==> src/rtl/register_file_if.sv <==
// Bus bundle for the 32-entry MIPS register file: one write port, two read ports
// and the committed-write counter.
interface register_file_if #(
  parameter int unsigned WIDTH      = 32,
  parameter int unsigned ADDR_WIDTH = 5
);
  logic                  RF_WriteEnable;
  logic [ADDR_WIDTH-1:0] RF_WriteAddr;
  logic [WIDTH-1:0]      RF_WriteData;
  logic [ADDR_WIDTH-1:0] RF_ReadAddr1;
  logic [ADDR_WIDTH-1:0] RF_ReadAddr2;
  logic [WIDTH-1:0]      RF_ReadData1;
  logic [WIDTH-1:0]      RF_ReadData2;
  logic [15:0]           RF_WriteCount;

  modport master (
    output RF_WriteEnable,
    output RF_WriteAddr,
    output RF_WriteData,
    output RF_ReadAddr1,
    output RF_ReadAddr2,
    input  RF_ReadData1,
    input  RF_ReadData2,
    input  RF_WriteCount
  );

  modport slave (
    input  RF_WriteEnable,
    input  RF_WriteAddr,
    input  RF_WriteData,
    input  RF_ReadAddr1,
    input  RF_ReadAddr2,
    output RF_ReadData1,
    output RF_ReadData2,
    output RF_WriteCount
  );
endinterface

==> src/rtl/register_file.sv <==
// 32-entry register file with r0 hardwired to zero, async active-high clear and a write counter.
// Optional macro RF_BYPASS_EN forwards same-cycle write data onto matching read ports.
module register_file #(
  parameter int unsigned WIDTH      = 32,
  parameter int unsigned ADDR_WIDTH = 5
) (
  input logic            CLK,
  input logic            RST,
  register_file_if.slave bus
);
  localparam int unsigned DEPTH = 2 ** ADDR_WIDTH;

  // Flop array rather than RAM so the asynchronous clear reaches every entry.
  logic [WIDTH-1:0] regs_q [DEPTH];
  logic [15:0]      count_q;
  logic             write_commit;

  assign write_commit = bus.RF_WriteEnable && (bus.RF_WriteAddr != '0);

  always_ff @(posedge CLK or posedge RST) begin
    if (RST) begin
      for (int i = 0; i < DEPTH; i++) begin
        regs_q[i] <= '0;
      end
      count_q <= '0;
    end else if (write_commit) begin
      regs_q[bus.RF_WriteAddr] <= bus.RF_WriteData;
      count_q                  <= count_q + 16'd1;
    end
  end

  logic [WIDTH-1:0] stored1;
  logic [WIDTH-1:0] stored2;

  always_comb begin
    stored1 = '0;
    stored2 = '0;
    if (bus.RF_ReadAddr1 != '0) stored1 = regs_q[bus.RF_ReadAddr1];
    if (bus.RF_ReadAddr2 != '0) stored2 = regs_q[bus.RF_ReadAddr2];
  end

`ifdef RF_BYPASS_EN
  logic bypass_ok;
  assign bypass_ok = !RST && write_commit;

  always_comb begin
    bus.RF_ReadData1 = stored1;
    bus.RF_ReadData2 = stored2;
    if (bypass_ok && (bus.RF_ReadAddr1 == bus.RF_WriteAddr)) bus.RF_ReadData1 = bus.RF_WriteData;
    if (bypass_ok && (bus.RF_ReadAddr2 == bus.RF_WriteAddr)) bus.RF_ReadData2 = bus.RF_WriteData;
  end
`else
  always_comb begin
    bus.RF_ReadData1 = stored1;
    bus.RF_ReadData2 = stored2;
  end
`endif

  assign bus.RF_WriteCount = count_q;
endmodule

==> src/flat_wrapper.sv <==
// flat-port wrapper written by rule: the top's interface ports become plain ports
module register_file_flat 
#(
  parameter int unsigned WIDTH      = 32,
  parameter int unsigned ADDR_WIDTH = 5
)
  (CLK, RST, bus_RF_WriteEnable, bus_RF_WriteAddr, bus_RF_WriteData, bus_RF_ReadAddr1, bus_RF_ReadAddr2, bus_RF_ReadData1, bus_RF_ReadData2, bus_RF_WriteCount);
  register_file_if #(.WIDTH(WIDTH), .ADDR_WIDTH(ADDR_WIDTH)) bus_i ();
  input logic CLK;
  input logic RST;
  input wire logic [$bits(bus_i.RF_WriteEnable)-1:0] bus_RF_WriteEnable;
  input wire logic [$bits(bus_i.RF_WriteAddr)-1:0] bus_RF_WriteAddr;
  input wire logic [$bits(bus_i.RF_WriteData)-1:0] bus_RF_WriteData;
  input wire logic [$bits(bus_i.RF_ReadAddr1)-1:0] bus_RF_ReadAddr1;
  input wire logic [$bits(bus_i.RF_ReadAddr2)-1:0] bus_RF_ReadAddr2;
  output wire logic [$bits(bus_i.RF_ReadData1)-1:0] bus_RF_ReadData1;
  output wire logic [$bits(bus_i.RF_ReadData2)-1:0] bus_RF_ReadData2;
  output wire logic [$bits(bus_i.RF_WriteCount)-1:0] bus_RF_WriteCount;
  assign bus_i.RF_WriteEnable = bus_RF_WriteEnable;
  assign bus_i.RF_WriteAddr = bus_RF_WriteAddr;
  assign bus_i.RF_WriteData = bus_RF_WriteData;
  assign bus_i.RF_ReadAddr1 = bus_RF_ReadAddr1;
  assign bus_i.RF_ReadAddr2 = bus_RF_ReadAddr2;
  assign bus_RF_ReadData1 = bus_i.RF_ReadData1;
  assign bus_RF_ReadData2 = bus_i.RF_ReadData2;
  assign bus_RF_WriteCount = bus_i.RF_WriteCount;
  register_file #(.WIDTH(WIDTH), .ADDR_WIDTH(ADDR_WIDTH)) u_core (.CLK(CLK), .RST(RST), .bus(bus_i));
endmodule
==> config.mk <==
export PLATFORM = sky130hd
export DESIGN_NAME = register_file_flat
export DESIGN_NICKNAME = d
export VERILOG_FILES = /design/src/rtl/register_file_if.sv /design/src/rtl/register_file.sv /design/src/flat_wrapper.sv
export SDC_FILE = /design/constraint.sdc
export NUM_CORES = 2
export LEC_CHECK = 0
export BUFFER_PORTS_ARGS = -buffer_cell sky130_fd_sc_hd__buf_2
export CAP_MARGIN = 5
export CORE_MARGIN = 4
export CORE_UTILIZATION = 45
export CTS_BUF_LIST = sky130_fd_sc_hd__clkbuf_4 sky130_fd_sc_hd__clkbuf_8 sky130_fd_sc_hd__clkbuf_16
export DETAILED_ROUTE_END_ITERATION = 8
export PLACE_DENSITY_LB_ADDON = 0.25
export REMOVE_ABC_BUFFERS = 1
export SKIP_CTS_REPAIR_TIMING = 1
export SYNTH_ARGS = -nofsm -noshare
export SYNTH_HDL_FRONTEND = slang
export SYNTH_SLANG_ARGS = --single-unit
export TNS_END_PERCENT = 10
==> constraint.sdc <==
create_clock -name CLK -period 42.2 [get_ports CLK]
set_input_delay 2.11 -clock CLK [delete_from_list [all_inputs] [get_ports CLK]]
set_output_delay 2.11 -clock CLK [all_outputs]
set_load 0.05 [all_outputs]
==> key figures <==
Critical path
  – Critical path fanouts, max: 62
  – Critical Path AT: 6.27 ns
  – Reg2reg setup slack: 40.05 ns
  – Required time of the worst setup path: 40.09 ns
  – CP endpoint kind: output port
  – Type of origin of the critical path: input pin
  – CP Class: in -> out

Global route
  – Tot GR Track Use: 26.47%
  – Largest net degree at the start of global routing: 175
  – Gr ovfl total: 0
  – Antenna violations before repair: 9
  – First-pass GRT wire length: 249.0 mm
  – Number of global-route vias before repair: 35660

Synthesis
  – Main synth FF type: dfrtp_1
  – Largest family of logic cells by synthesized area: multiplexers
  – Adder-cell share of the synthesized area: 0.02276%
  – Post-synth EDFFs: 0
  – Post-Syn Area: 54970 µm²
  – Syn Inst Count: 3683
  – Simple-Gate Fraction of Synth Area: 1.869%
  – Yosys warning count: 0
  – Xor and xnor fraction of the mapped netlist area: 0.2390%
  – Fraction of registers with async set/reset: 100.0%
  – Yosys cell types: 42
  – #FFs+latches synth: 1040
  – Syn_area_per_cell: 14.92 µm²
  – Seq/Total Area, Yosys: 47.35%
  – Complex-gate fraction of the synthesized area: 4.830%
  – Multiplexer area fraction after synthesis: 42.32%

Power and ir drop
  – Combinational share of power: 20.4%
  – NetSw: 0.8235 mW
  – P_int: 2.162 mW
  – Power per cell area: 49.18 nW/µm²
  – Sequential share of power: 44.4%
  – Tot Pwr: 2.985 mW
  – Leak: 26.17 nW
  – Clk pwr share: 35.2%
  – Worst VDD drop: 0.00003677 V
  – Sw Share: 27.59%

CTS
  – CTS tree: yes
  – H-tree depth: 3
  – Total CTS buffers: 115
  – CTS clk-pin slew, worst paths: 0.05 ns
  – Root buffer cell: clkbuf_16
  – Worst skew pair latency: 0.72 ns
  – Max Root-Sink Buffers: 3
  – Num Clock Sinks: 1040

Cells and area
  – Synthesis-to-layout area growth: 10.41%
  – Reg area: 26030 µm²
  – Final core occ: 50.32%
  – Fillers: 10223
  – Nets: 3626
  – Layout cells sized above 1: 53.59%
  – Multi-input logic area: 27320 µm²
  – Cell Count, Final, Fillers Out: 5276

Drt
  – WL/cell: 31.94 µm
  – DR iter-0 viols: 3367
  – Routed Antenna Nets: 0
  – Total Wirelength: 168.5 mm
  – Vias: 34771
  – Vias/cell: 6.590
  – First drt pass iteration count: 5
  – Drt drc: 0

Place
  – PortBufs: 129
  – Setup WS pre-CTS: 33.86 ns
  – Placed Cells: 5070
  – HPWL Detailed: 90.47 mm
  – Routability cong.: 0.7832

STA
  – Fin crit share: 19.85%
  – Worst slew margin: 14.19%
  – Final setup viols: 0
  – Max-slew violation count: 0
  – Worst Clk Skew: 0.004306 ns
  – Worst-margin pin slew: 1.284 ns
  – Achievable clock frequency: 0.1194 GHz
  – Setup tns final: 0 ns
  – RSZ-0062 raised after global routing: no
  – Final hold violations: 0
  – Final min period: 8.375 ns
  – Worst setup margin: 33.82 ns

Status
  – Run status: finished, final reports clean

Die
  – Die Ht: 357.5 µm
  – Ports: 130
  – Core footprint: 120600 µm²
  – Die width: 357.5 µm
  – Initial Util: 45.57%
  – Die ar.: 127800 µm²
  – Rows: 127

Flow run
  – Max Cap Viol: 0

Hold path
  – Hold crit path type: reg -> reg
cell usage in the layout, fill, tap and decap left out, types with 14 or more instances in the layout:
cell type  netlist  routed
o2111ai_1       21      21
clkbuf_16        0     117
nor2_4           0      14
dfrtp_1       1040    1040
clkbuf_4         0      31
a221oi_1        43      43
a311oi_1        64      64
mux4_2         448     448
nand2_1         66      51
a211oi_1        64      64
o21ai_0         98      98
clkbuf_8         0      27
nor2b_1         68      64
mux2_2        1054    1054
a22oi_1         64      64
buf_4           12      68
mux2i_1        128     128
buf_2          146     123
sequential cells by signal (all words and copies together), names as in the netlist:
| signal | cells |
|---|---|
| u_core.regs_q | 1024 |
| u_core.bus.RF_WriteCount | 16 |
Yosys cell counts (all sizes together) (2+ instances only):
cell / count / area, µm²
buf: 196 / 963.4
a22oi: 64 / 480.5
clkbuf: 232 / 870.8
nor3: 4 / 25.02
xnor2: 11 / 96.34
a311oi: 64 / 560.5
nand4b: 2 / 17.52
a211oi: 64 / 480.5
nor3b: 4 / 30.03
nand2b: 3 / 18.77
nand4: 5 / 31.28
nor2: 21 / 78.83
mux2i: 128 / 1281
nand3: 7 / 35.03
dfrtp: 1040 / 26020
nor2b: 68 / 425.4
a221oi: 43 / 376.6
and2: 2 / 12.51
a2111oi: 2 / 23.77
or2: 3 / 18.77
xor2: 4 / 35.03
mux2: 1056 / 11890
inv: 5 / 18.76
mux4: 448 / 10090
and3: 3 / 20.02
nand2: 66 / 247.7
o2111ai: 21 / 183.9
or4: 2 / 15.01
o21ai: 107 / 535.5
nand3b: 4 / 30.03
metrics by stage:
step           hold slack (ns)  area [µm²]
2_1_floorplan           0.3653       53130
3_3_place_gp            0.3767       56720
3_5_place_dp            0.3823       56720
4_1_cts                 0.3965       60680
5_1_grt                 0.4043       60690
6_report                0.3927       60690
worst max-delay path, cell delays in order:
cell and delay, ns:
buf_8 0.41, buf_4 0.72, buf_4 0.59, buf_4 0.71, mux2i_1 0.18, a221oi_1 0.29
o21ai_0 0.12, a311oi_1 0.59, buf_2 0.38
cell families after synthesis:
| group | after synthesis |
|---|---|
| muxes | 1632 |
| and+or+nand+nor | 195 |
| buffers and inverters | 433 |
| AOI/OAI and AO/OA | 367 |
| adders and majority gates | 1 |
| DFF | 1040 |
| xor gates and xnor gates | 15 |
area by class of cell:
class	instances	share of cell area [%]
Timing Repair Buffer	203	2.189
Multi-Input combinational cell	2210	45.01
Antenna cell	3	0.01237
Inverter	5	0.05154
Clock inverter	28	0.7092
Sequential cell	1040	42.88
Tap cell	1612	3.323
Clock buffer	175	5.820
routing by layer:
metal  GRT usage, %  wire, µm  vias to the layer above
met4          8.800      5932                        6
met2          42.95     80900                     1402
met3          4.730     12390                      305
met5              0        40                        -
met1          36.36     69250                    18986
li1               -         -                    14072
power by group through the flow:
stage          clock network (mW)  logic [mW]  registers [mW]
2_1_floorplan                   0       0.449            1.31
3_3_place_gp                    0       0.599            1.33
3_5_place_dp                    0       0.610            1.34
4_1_cts                      1.07       0.612            1.32
5_1_grt                      1.11       0.653            1.35
6_report                     1.05       0.609            1.33
final timing paths:
path | startpoint | to | cells past startpoint
max | bus_RF_ReadAddr2[2] | bus_RF_ReadData2[22] | 9
min reg2reg | u_core.regs_q[998] | u_core.regs_q[998] | 0
min in group asynchronous | RST | u_core.regs_q[947] | 2
max in group asynchronous | RST | u_core.regs_q[706] | 5
max reg2reg | u_core.bus.RF_WriteCount[2] | u_core.bus.RF_WriteCount[15] | 4
min | u_core.regs_q[998] | u_core.regs_q[998] | 0
No activity file was read; power rests on OpenSTA's default activity.
